`src/rtl/gpio_ctrl_pkg.sv`:
```
// Shared constants for the GPIO controller: register offsets, reset values,
// warm-up length and the bus response state type.
package gpio_ctrl_pkg;

    // Byte offsets of the registers inside the window (bits [1:0] always 0).
    localparam logic [4:0] GPIO_IN       = 5'h00;
    localparam logic [4:0] GPIO_OUT      = 5'h04;
    localparam logic [4:0] GPIO_DIR      = 5'h08;
    localparam logic [4:0] GPIO_OUT_SET  = 5'h0C;
    localparam logic [4:0] GPIO_OUT_CLR  = 5'h10;
    localparam logic [4:0] GPIO_RISE_EN  = 5'h14;
    localparam logic [4:0] GPIO_FALL_EN  = 5'h18;
    localparam logic [4:0] GPIO_IRQ_STAT = 5'h1C;

    // Register reset values (truncated to NGPIO bits where used).
    localparam logic [31:0] RST_OUT      = 32'h0000_0000;
    localparam logic [31:0] RST_DIR      = 32'h0000_0000;
    localparam logic [31:0] RST_RISE_EN  = 32'h0000_0000;
    localparam logic [31:0] RST_FALL_EN  = 32'h0000_0000;
    localparam logic [31:0] RST_IRQ_STAT = 32'h0000_0000;

    // Edge detection stays off until the warm-up counter reaches this value,
    // so the synchronizer and previous-sample flops have filled with real pad
    // data before any edge can be reported.
    localparam logic [1:0] WARMUP_CYCLES = 2'd3;

    // Single-cycle bus response tracker.
    typedef enum logic {
        BUS_IDLE = 1'b0,
        BUS_RESP = 1'b1
    } bus_state_e;

endpackage

```
`src/rtl/gpio_sync.sv`:
```
// Multi-flop synchronizer for asynchronous pad inputs, synchronous reset.
module gpio_sync #(
    parameter int WIDTH  = 24,
    parameter int STAGES = 2
) (
    input  logic             clk,
    input  logic             reset,
    input  logic [WIDTH-1:0] d,
    output logic [WIDTH-1:0] q
);

    logic [WIDTH-1:0] sync_r [STAGES];

    // Shift the raw pad value through the synchronizer chain.
    always_ff @(posedge clk) begin
        if (reset) begin
            for (int i = 0; i < STAGES; i++) begin
                sync_r[i] <= {WIDTH{1'b0}};
            end
        end else begin
            sync_r[0] <= d;
            for (int i = 1; i < STAGES; i++) begin
                sync_r[i] <= sync_r[i-1];
            end
        end
    end

    assign q = sync_r[STAGES-1];

endmodule

```
`src/rtl/gpio_ctrl.sv`:
```
// Register-mapped GPIO controller: direction/output registers driving the pad
// bank, synchronized inputs with rise/fall edge capture into a W1C status
// register, and one level interrupt. Single-cycle bus with registered response.
module gpio_ctrl
    import gpio_ctrl_pkg::*;
#(
    parameter int NGPIO       = 24,
    parameter int SYNC_STAGES = 2,
    parameter int ADDR_W      = 5
) (
    input  logic              clk,
    input  logic              reset,
    input  logic              i_stb,
    input  logic              i_we,
    input  logic [ADDR_W-1:0] i_addr,
    input  logic [31:0]       i_wdata,
    output logic              o_ack,
    output logic              o_err,
    output logic [31:0]       o_rdata,
    input  logic [NGPIO-1:0]  i_gpio,
    output logic [NGPIO-1:0]  o_gpio,
    output logic [NGPIO-1:0]  en_gpio,
    output logic              o_irq
);

    localparam logic [NGPIO-1:0] ZERO_V = {NGPIO{1'b0}};
    localparam logic [NGPIO-1:0] ONES_V = {NGPIO{1'b1}};

    // Architectural state
    logic [NGPIO-1:0] out_r;
    logic [NGPIO-1:0] dir_r;
    logic [NGPIO-1:0] rise_en_r;
    logic [NGPIO-1:0] fall_en_r;
    logic [NGPIO-1:0] irq_stat_r;
    logic [NGPIO-1:0] en_gpio_r;
    logic [NGPIO-1:0] prev_r;
    logic [1:0]       warm_cnt_r;
    logic             irq_r;
    bus_state_e       bus_state_r;
    logic             err_r;
    logic [31:0]      rdata_r;

    // Combinational helpers
    logic [31:0]      addr_ext_s;
    logic [4:0]       reg_off_s;
    logic             mapped_s;
    logic             ro_hit_s;
    logic             bus_err_s;
    logic             wr_ok_s;
    logic [31:0]      rd_val_s;
    logic [NGPIO-1:0] wdata_s;
    logic [NGPIO-1:0] in_s;
    logic [NGPIO-1:0] out_nxt_s;
    logic [NGPIO-1:0] dir_nxt_s;
    logic [NGPIO-1:0] rise_en_nxt_s;
    logic [NGPIO-1:0] fall_en_nxt_s;
    logic [NGPIO-1:0] w1c_s;
    logic [NGPIO-1:0] rise_s;
    logic [NGPIO-1:0] fall_s;
    logic [NGPIO-1:0] irq_stat_nxt_s;
    logic             warm_done_s;
    bus_state_e       bus_state_nxt_s;
    logic             unused_s;

    assign addr_ext_s = 32'(i_addr);
    assign wdata_s    = i_wdata[NGPIO-1:0];
    // Address byte lanes and write-data bits above NGPIO carry no meaning.
    assign unused_s   = ^{addr_ext_s[1:0], i_wdata};

    gpio_sync #(
        .WIDTH  (NGPIO),
        .STAGES (SYNC_STAGES)
    ) u_sync (
        .clk   (clk),
        .reset (reset),
        .d     (i_gpio),
        .q     (in_s)
    );

    // Address decode, read mux and error classification.
    always_comb begin
        reg_off_s = {addr_ext_s[4:2], 2'b00};
        mapped_s  = (addr_ext_s[31:5] == 27'd0);
        ro_hit_s  = 1'b0;
        rd_val_s  = 32'd0;
        case (reg_off_s)
            GPIO_IN: begin
                rd_val_s = 32'(in_s);
                ro_hit_s = 1'b1;
            end
            GPIO_OUT:      rd_val_s = 32'(out_r);
            GPIO_DIR:      rd_val_s = 32'(dir_r);
            GPIO_OUT_SET:  rd_val_s = 32'd0;
            GPIO_OUT_CLR:  rd_val_s = 32'd0;
            GPIO_RISE_EN:  rd_val_s = 32'(rise_en_r);
            GPIO_FALL_EN:  rd_val_s = 32'(fall_en_r);
            GPIO_IRQ_STAT: rd_val_s = 32'(irq_stat_r);
            default:       rd_val_s = 32'd0;
        endcase
        bus_err_s = i_stb && (!mapped_s || (i_we && ro_hit_s));
        wr_ok_s   = i_stb && i_we && !bus_err_s;
    end

    // Next register values from an accepted write.
    always_comb begin
        out_nxt_s     = out_r;
        dir_nxt_s     = dir_r;
        rise_en_nxt_s = rise_en_r;
        fall_en_nxt_s = fall_en_r;
        w1c_s         = ZERO_V;
        if (wr_ok_s) begin
            case (reg_off_s)
                GPIO_OUT:      out_nxt_s     = wdata_s;
                GPIO_DIR:      dir_nxt_s     = wdata_s;
                GPIO_OUT_SET:  out_nxt_s     = out_r | wdata_s;
                GPIO_OUT_CLR:  out_nxt_s     = out_r & ~wdata_s;
                GPIO_RISE_EN:  rise_en_nxt_s = wdata_s;
                GPIO_FALL_EN:  fall_en_nxt_s = wdata_s;
                GPIO_IRQ_STAT: w1c_s         = wdata_s;
                default:       w1c_s         = ZERO_V;
            endcase
        end else begin
            w1c_s = ZERO_V;
        end
    end

    // Edge detection gated by warm-up; a new edge beats a same-cycle clear.
    always_comb begin
        warm_done_s = (warm_cnt_r == WARMUP_CYCLES);
        if (warm_done_s) begin
            rise_s = in_s & ~prev_r;
            fall_s = ~in_s & prev_r;
        end else begin
            rise_s = ZERO_V;
            fall_s = ZERO_V;
        end
        irq_stat_nxt_s = (irq_stat_r & ~w1c_s)
                       | (rise_s & rise_en_r)
                       | (fall_s & fall_en_r);
    end

    // Bus response state: a strobe this cycle means an ack next cycle.
    always_comb begin
        bus_state_nxt_s = BUS_IDLE;
        case (i_stb)
            1'b1:    bus_state_nxt_s = BUS_RESP;
            1'b0:    bus_state_nxt_s = BUS_IDLE;
            default: bus_state_nxt_s = BUS_IDLE;
        endcase
    end

    // Bus response registers; read data is the pre-write register value.
    always_ff @(posedge clk) begin
        if (reset) begin
            bus_state_r <= BUS_IDLE;
            err_r       <= 1'b0;
            rdata_r     <= 32'd0;
        end else begin
            bus_state_r <= bus_state_nxt_s;
            err_r       <= bus_err_s;
            rdata_r     <= (i_stb && !i_we && !bus_err_s) ? rd_val_s : 32'd0;
        end
    end

    // Software-visible registers and pad drive; pads are inputs during reset.
    always_ff @(posedge clk) begin
        if (reset) begin
            out_r      <= NGPIO'(RST_OUT);
            dir_r      <= NGPIO'(RST_DIR);
            rise_en_r  <= NGPIO'(RST_RISE_EN);
            fall_en_r  <= NGPIO'(RST_FALL_EN);
            irq_stat_r <= NGPIO'(RST_IRQ_STAT);
            en_gpio_r  <= ONES_V;
            irq_r      <= 1'b0;
        end else begin
            out_r      <= out_nxt_s;
            dir_r      <= dir_nxt_s;
            rise_en_r  <= rise_en_nxt_s;
            fall_en_r  <= fall_en_nxt_s;
            irq_stat_r <= irq_stat_nxt_s;
            en_gpio_r  <= ~dir_nxt_s;
            irq_r      <= |irq_stat_r;
        end
    end

    // Previous-sample flop and saturating warm-up counter.
    always_ff @(posedge clk) begin
        if (reset) begin
            prev_r     <= ZERO_V;
            warm_cnt_r <= 2'd0;
        end else begin
            prev_r <= in_s;
            if (warm_cnt_r != WARMUP_CYCLES) begin
                warm_cnt_r <= warm_cnt_r + 2'd1;
            end else begin
                warm_cnt_r <= warm_cnt_r;
            end
        end
    end

    assign o_ack   = (bus_state_r == BUS_RESP);
    assign o_err   = err_r;
    assign o_rdata = rdata_r;
    assign o_gpio  = out_r;
    assign en_gpio = en_gpio_r;
    assign o_irq   = irq_r;

endmodule

```
`config.mk`:
```
export PLATFORM = sky130hd
export DESIGN_NAME = gpio_ctrl
export DESIGN_NICKNAME = d
export VERILOG_FILES = /design/src/rtl/gpio_ctrl_pkg.sv /design/src/rtl/gpio_sync.sv /design/src/rtl/gpio_ctrl.sv
export SDC_FILE = /design/constraint.sdc
export NUM_CORES = 1
export LEC_CHECK = 0
export CAP_MARGIN = 20
export CORE_UTILIZATION = 63
export DETAILED_ROUTE_END_ITERATION = 6
export DONT_BUFFER_PORTS = 1
export GPL_ROUTABILITY_DRIVEN = 0
export PLACE_DENSITY = 0.88
export SLEW_MARGIN = 10
export SYNTH_ARGS = -nofsm -noshare
export SYNTH_HDL_FRONTEND = slang
export SYNTH_SLANG_ARGS = --single-unit
```
`constraint.sdc`:
```
create_clock -name clk -period 1.92 [get_ports clk]
set_input_delay 0.48 -clock clk [delete_from_list [all_inputs] [get_ports clk]]
set_output_delay 0.48 -clock clk [all_outputs]
set_load 0.005 [all_outputs]
```
; After elaboration in Yosys (flattened, before gate mapping)
; Memories as Yosys holds them, arrays and structs flattened.
; Index checks and enable logic that the tools add are counted.
[word_totals]
ram_bits = 48
ff_bits = 205
in_bits = 65
elab_cells = 72
out_inout_bits = 83
memories = 1
[op_classes]
bitwise = 18
reduce_logical = 16
n_mux = 15
eq_ne = 9
add_sub_neg = 1
[memory_table]
columns = name, depth, width, rd, rd_ports_with_merged_regs, wr, line_no
row1 = u_sync.sync_r, 2, 24, 2, 0, 2, gpio_sync.sv:12  ; logic [WIDTH-1:0] sync_r [STAGES];
[op_table]
columns = op, count
row1 = 32-bit one-hot mux with 7 select lines, 1
row2 = 24-bit two-way mux, 8
row3 = 24-bit AND, 6
row4 = 24-bit inverter, 5
row5 = 24-bit bitwise OR, 3
row6 = 24-bit one-hot mux with 3 select lines, 1
row7 = 24-bit OR reduction, 1
row8 = 3-bit == test (second input constant), 4
row9 = 3-bit by 2-bit == test with 1-bit output (second input constant), 2
row10 = 1-bit logical AND, 6
row11 = 2-bit AND reduction, 3
row12 = 1-bit two-way mux, 4
row13 = 2-bit OR reduction, 2
row14 = 3-bit by 1-bit == test with 1-bit output (second input constant), 1
row15 = 3-bit logical NOT, 1
row16 = 3-bit nonzero test, 1
row17 = 2-bit by 1-bit adder with 2-bit output (second input constant), 1
row18 = 2-bit == test (second input constant), 1
row19 = 1-bit logical NOT, 2
row20 = 2-bit != test (second input constant), 1
row21 = 1-bit inverter, 2
row22 = 1-bit bitwise OR, 2
row23 = 1-bit one-hot mux with 2 select lines, 1

; Longest topological paths before layout
; Gate-level depths: netlist of run 1.
[depth]
word_depth = 11
mapped_depth = 6
ltp_nobuf = 3

; Hierarchy
; A second synthesis of run 1 with hierarchy kept.
[hier_totals]
hier_cells = 1108
hier_area_um2 = 10563.9
[modules_own_cells]
columns = module, instances, seq_area_each_um2, cells_each, area_per_inst_um2
row1 = gpio_ctrl, 1, 3943.8, 983, 9078.7
row2 = gpio_sync, 1, 960.9, 125, 1485.2

; Worst setup path after synthesis of run 1
; OpenSTA, ideal clock, no wires.
[synth_timing]
kind = input -> register
startpoint = input port i_addr[2]
endpoint = register out_r[10], in the netlist o_gpio[10]
required_time_ns = 1.798
path_stages = 4
arrival_ns = 1.494
setup_slack_ns = 0.305
path_buffers = 1
cell_sequence = nand4b_2 > o221a_4 > buf_6 > a221o_1
[synth_via]
elab_chain_cells = 7
[synth_lines]
columns = element, line_no
row1 = start: declaration, gpio_ctrl.sv:15  ; input logic [ADDR_W-1:0] i_addr,
row2 = 3-bit logical NOT, gpio_ctrl.sv:86  ; case (reg_off_s)
row3 = 1-bit two-way mux, gpio_ctrl.sv:86
row4 = 1-bit logical AND (2 in series), gpio_ctrl.sv:100  ; bus_err_s = i_stb && (!mapped_s || (i_we && ro_hit_s));
row5 = 1-bit logical NOT, gpio_ctrl.sv:101  ; wr_ok_s = i_stb && i_we && !bus_err_s;
row6 = 1-bit logical AND, gpio_ctrl.sv:101
row7 = 2-bit AND reduction (no line), --
row8 = end signal: assignment, gpio_ctrl.sv:168  ; out_r <= NGPIO'(RST_OUT);
row9 = end signal: assignment, gpio_ctrl.sv:176  ; out_r <= out_nxt_s;
row10 = end: declaration, gpio_ctrl.sv:30  ; logic [NGPIO-1:0] out_r;
; Several ways; a longest one is shown, not always the timed one.
; A chain may end at the register's enable or synchronous reset.

; Worst setup path after layout of run 1
[layout_timing]
startpoint = register warm_cnt_r[0]
endpoint = register irq_stat_r[14]
[layout_via]
elab_chain_cells = 5
[layout_lines]
columns = element, line_no
row1 = start: declaration, gpio_ctrl.sv:37  ; logic [1:0] warm_cnt_r;
row2 = start signal: assignment, gpio_ctrl.sv:194  ; warm_cnt_r <= warm_cnt_r + 2'd1;
row3 = start signal: assignment, gpio_ctrl.sv:196  ; warm_cnt_r <= warm_cnt_r;
row4 = 2-bit == test *, gpio_ctrl.sv:129  ; warm_done_s = (warm_cnt_r == WARMUP_CYCLES);
row5 = 24-bit two-way mux, gpio_ctrl.sv:130  ; if (warm_done_s) begin
row6 = 24-bit AND, gpio_ctrl.sv:138  ; | (rise_s & rise_en_r)
row7 = 24-bit bitwise OR, gpio_ctrl.sv:138
row8 = 24-bit bitwise OR *, gpio_ctrl.sv:139  ; | (fall_s & fall_en_r);
row9 = end signal: assignment, gpio_ctrl.sv:172  ; irq_stat_r <= NGPIO'(RST_IRQ_STAT);
row10 = end signal: assignment, gpio_ctrl.sv:180  ; irq_stat_r <= irq_stat_nxt_s;
row11 = end: declaration, gpio_ctrl.sv:34  ; logic [NGPIO-1:0] irq_stat_r;
; Mark *: on every way between the ends. The rest lies on a longest branch, timed or not.

==> results of run 1 <==
==> cells in the mapped netlist, drive strengths merged, types with 25 or more instances <==
| cell | n | area [um2] |
|---|---|---|
| mux2 | 48 | 540.5 |
| a21oi | 72 | 360.4 |
| buf | 44 | 255.3 |
| a31oi | 25 | 156.4 |
| nor2b | 99 | 619.3 |
| nand3 | 96 | 480.5 |
| dfxtp | 245 | 4905 |
| nand2 | 49 | 183.9 |
| clkbuf | 57 | 214.0 |
| o21ai | 120 | 600.6 |
==> registers in the layout, summed over array words and instances (netlist names) <==
register       count
dir_r             24
en_gpio           24
fall_en_r         24
irq_stat_r        24
o_ack              1
o_err              1
o_gpio            24
o_irq              1
o_rdata           24
prev_r            24
rise_en_r         24
u_sync.sync_r     48
warm_cnt_r         2
==> logic make-up after synthesis <==
logic type / share of synthesized area
AO/OA/AOI/OAI: 0.2035
XOR/XNOR: 0.0008953
adder cells (fa/ha/maj): 0.001279
buffers and inverters: 0.04872
flip-flops: 0.5013
multiplexers: 0.05627
other: 0.0003833
AND/OR/NAND/NOR: 0.1877
==> metal layers <==
metal	track usage	wire (um)	up-vias	share of wire
met5	0	0	-	0
met4	0.1425	1013	0	0.040
met3	0.07001	2711	95	0.11
met2	0.5122	12120	544	0.47
met1	0.4012	9757	3819	0.38
li1	-	-	3657	-
==> power groups by stage <==
stage | clock network [W] | registers (W) | logic [W]
after floorplan | 0 | 0.00536 | 0.000426
after global placement | 0 | 0.00538 | 0.000423
after detailed placement | 0 | 0.00539 | 0.000433
after CTS | 0.00523 | 0.00528 | 0.000444
after global routing | 0.00546 | 0.00529 | 0.000483
final | 0.00518 | 0.00528 | 0.000458
==> worst max path at each step <==
stage                   from              to  slack, ns
2_1_floorplan      i_addr[2]      o_gpio[10]       0.30
3_3_place_gp       i_addr[4]      o_gpio[13]       0.19
3_5_place_dp       i_addr[4]      o_gpio[13]       0.12
4_1_cts        warm_cnt_r[0]  irq_stat_r[14]       0.07
5_1_grt        warm_cnt_r[0]  irq_stat_r[14]       0.28
6_report       warm_cnt_r[0]  irq_stat_r[14]       0.34
==> final cells by class <==
type	count	share of cell area
Timing Repair Buffer	30	0.02251
Clock buffer	37	0.06811
Tap cell	188	0.02192
Sequential cell	245	0.4571
Inverter	2	0.0006997
Clock inverter	6	0.01446
Multi-Input combinational cell	688	0.4152
==> stage by stage <==
stage	cell area, um2	total power [W]	setup WS (ns)	hold slack (ns)
floorplan	9811	0.005785	0.3046	0.4138
global placement	9832	0.005805	0.1918	0.4176
detailed placement	9832	0.005819	0.1248	0.4239
CTS	10720	0.01095	0.07388	0.03280
global route	10730	0.01123	0.2804	0.03501
finish	10730	0.01092	0.3405	0.03977
==> flow_summary.toml, run 1 <==
[status]
status = "complete, but fails checks"
violations = "DRC"

[pwr]
pwr-share-seq = 0.483
irDropWorstVdd_v = 0.0007857
pwr-share-comb = 0.042
p_sw_frac = 0.2063
powerDensity_nw_per_um2 = 1018
internal_power_w = 0.008667
p_sw_w = 0.002252
pwr-share-clk = 0.475
leakage_nw = 3.643

[min_path]
hp-class = "in2reg"
hold_end = "u_sync.sync_r[0][45]"
holdPathStages = 1
hp-start = "reset"

[clock_tree]
cts_setup_buffers = 0
root_buffer = "clkbuf_16"
cts.clk_slew.worst_paths_ns = 0.06
postCtsHoldBufs = 0
clock_latency_ns = 0.51
cts_made_buffers = 25
cts_resized = 0
tritoncts = "done"
h-tree-depth = 1
cts_num_sinks = 245
cts_max_path_buffers = 3

[setup_path]
r2r_cells = 4
r2r_start = "warm_cnt_r[0]"
path_class = "reg2reg"
r2r_end = "irq_stat_r[14]"
cp_num_cells = 4
reg2reg_slack_ns = 0.34
crit_family = "simple AND/OR/NAND/NOR gates"
worst-path-max-fanout = 15
cp_slowest_cell = "nor2b_2"
cp.required_ns = 2.36
setup.worst_path.start_class = "flop"
critical_path.max_stage_delay_ns = 0.48
crit_path_end_kind = "flop"
timing.critical_path.arrival_ns = 2.02
critPathBufInv = 1
cp_cell_sequence = "ha_1 > nor2b_2 > buf_6 > a32o_1"

[logic_synthesis]
synth_area_per_cell_um2 = 9.509
ys_ff_latch = 245
ys.flop_type = "dfxtp_1"
synth_cells = 1029
seq_area_frac_synth = 0.5013
yosys_warnings = 0
synth-edff-count = 0
syn_area_um2 = 9784
ys_types = 41
async_flop_share = 0

[drt]
drtIter0Drc = 1073
routed_wl_mm = 25.61
ant_nets = 0
drc_errors = 1
routedWlPerCell_um = 21.41
avgViaCountPerCell = 6.785
vias = 8115
first_pass_iters = 7

[grt]
antenna_found_initial = 0
grt_pass1_wl_mm = 40.27
gr-usage-all-layers = 0.3149
grt_max_degree = 203
gr-total-overflow = 0
grt_pass1_vias = 7753

[placed_design]
dp_hpwl_mm = 15.12
place_inst = 1152
port_buffers = 0

[timing]
tightest_slew_ns = 0.7757
max_slew_margin = 0.4829
drv_slew = 0
min_period_ns = 1.579
finalHoldViolations = 0
tns_ns = 0
setup-violations-final = 0
rsz0062_at_grt = "false"
fin_crit_sh = 0.8226
max_freq_ghz = 0.6331
finClkSkew_ns = 0.008165

[floorplan]
rows = 45
core_area_um2 = 15200
dieArea_um2 = 16030
initial_core_util = 0.6436
dieHeight_um = 126.6
die_w_um = 126.6
pin_count = 148

[finish]
seqCellArea_um2 = 4905
final_cells = 1196
diodes = 0
fillCellCount = 1069
layout_common_cells = "dfxtp_1, o21ai_0, nor2b_1, nand3_1, a21oi_1"
multi_input_area_um2 = 4454
utilization = 0.7058
area_growth_pct = 9.654
drive_above_1_share = 0.1210
finalNetCount = 1058
final_common_cell = "dfxtp_1"

[job]
max-cap-violations = 0
No activity file was read; power rests on OpenSTA's default activity.
==> inputs of run 2 (changes only) <==
Clock period 1.92 ns to 1.65 ns, I/O delays scaled along.
==> flow_summary.toml, run 2 (synthesis results as in run 1) <==
[finish]
area_growth_pct = 17.69
fillCellCount = 982
finalNetCount = 1147
diodes = 0
regMostFlops = "u_sync.sync_r"
largest_reg_flops = 48
final_cells = 1283
layout_common_cells = "dfxtp_1, o21ai_0, nor2b_1, nand3_1, dlygate4sd3_1"
final_common_cell = "dfxtp_1"
drive_above_1_share = 0.1132

[timing]
max_freq_ghz = 0.6179
max_slew_margin = 0.3849
setup-violations-final = 0
fin_crit_sh = 0.9808
finalHoldViolations = 0
setup_slack_ns = 0.03166
finClkSkew_ns = 0.008952
rsz0062_at_grt = "false"
tightest_slew_ns = 0.9196
min_period_ns = 1.618
whs_ns = 0.01957
drv_slew = 0

[setup_path]
r2r_cells = 3
crit_end = "dir_r[4]"
reg2reg_slack_ns = 0.27
r2r_end = "irq_stat_r[22]"
crit_path_end_kind = "flop"
setup.worst_path.start_class = "input port"
cp.required_ns = 2.06
worst-path-max-fanout = 34
r2r_start = "warm_cnt_r[0]"
cp-startpoint = "i_addr[2]"
timing.critical_path.arrival_ns = 2.03
path_class = "in2reg"

[clock_tree]
h-tree-depth = 1
cts_max_path_buffers = 3
cts_made_buffers = 24
cts_num_sinks = 245
root_buffer = "clkbuf_16"
cts_setup_buffers = 0
clock_latency_ns = 0.53
cts.clk_slew.worst_paths_ns = 0.06
tritoncts = "done"

[placed_design]
port_buffers = 0
pre_cts_slack_ns = -0.001641
place_inst = 1159
dp_hpwl_mm = 15.10

[grt]
grt_pass1_vias = 8752
grt_pass1_wl_mm = 45.48
grt_max_degree = 126
gr-total-overflow = 0
antenna_found_initial = 1
gr-usage-all-layers = 0.3612

[pwr]
irDropWorstVdd_v = 0.0008902
powerDensity_nw_per_um2 = 1043
leakage_nw = 4.159

[job]
max-cap-violations = 0

[min_path]
hp-start = "i_gpio[9]"
hp-class = "in2reg"
holdPathStages = 1

[drt]
drtIter0Drc = 1283
routedWlPerCell_um = 23.11
vias = 8911
wl_met2_mm = 13.86
avgViaCountPerCell = 6.945
first_pass_iters = 6
routed_wl_mm = 29.65
drc_errors = 0
ant_nets = 0
top_layer_used = "met5"
met3_wirelength_mm = 3.508
wl_met1_mm = 10.80

[floorplan]
die_w_um = 126.6
dieHeight_um = 126.6
rows = 45
dieArea_um2 = 16030
initial_core_util = 0.6436
pin_count = 148
core_area_um2 = 15200

[status]
status = "completed"
## run 2: routing by layer
metal  track usage  vias to the layer above
met5             0                        -
met4        0.2084                        2
met3       0.09447                      153
met2        0.6006                      693
met1        0.4231                     4226
li1              -                     3837
## run 2: worst max-delay path, stage by stage
cell           delay [ns]
or3b_1               0.42
buf_4                0.22
o21ai_0              0.28
a21oi_1              0.12
dlygate4sd3_1        0.56
## run 2: repair_timing
item	in CTS	in global routing
cloned	0	0
endpoints found under the hold margin	144	4
pin swaps	0	0
setup endpoints to repair	24	1
gates resized for setup	1	1
hold buffers	83	1
## run 2: worst min path at each step
stage / end / slack [ns]
floorplan: u_sync.sync_r[0][24] / 0.41
global placement: u_sync.sync_r[0][27] / 0.42
detailed placement: u_sync.sync_r[0][29] / 0.42
CTS: en_gpio[3] / 0.002
global route: u_sync.sync_r[0][9] / 0.02
finish: u_sync.sync_r[0][9] / 0.02
## run 2: through the flow
| step | TNS [ns] | utilization | cell area [um2] | total power [W] |
|---|---|---|---|---|
| 5_1_grt | 0 | 0.7574 | 11510 | 0.01232 |
| 3_5_place_dp | -0.004165 | 0.6527 | 9922 | 0.006798 |
| 4_1_cts | 0 | 0.7568 | 11500 | 0.01197 |
| 6_report | 0 | 0.7574 | 11510 | 0.01201 |
| 3_3_place_gp | 0 | 0.6527 | 9922 | 0.006779 |
| 2_1_floorplan | 0 | - | 9811 | 0.006732 |
## run 2: power by group
group          switching, W  internal, W
Clock               0.00223      0.00294
Combinational      0.000395     0.000303
Sequential        0.0000911      0.00605
## run 2: final cells by class
type                    count  area (um2)  area share
inverters                   2       7.507   0.0006520
repair buffers            120        1179      0.1024
multi-input cells         688        4459      0.3873
clock inverters             3       18.77    0.001630
clock buffers              37       710.7     0.06172
flip-flops and latches    245        4905      0.4259
well taps                 188       235.2     0.02043
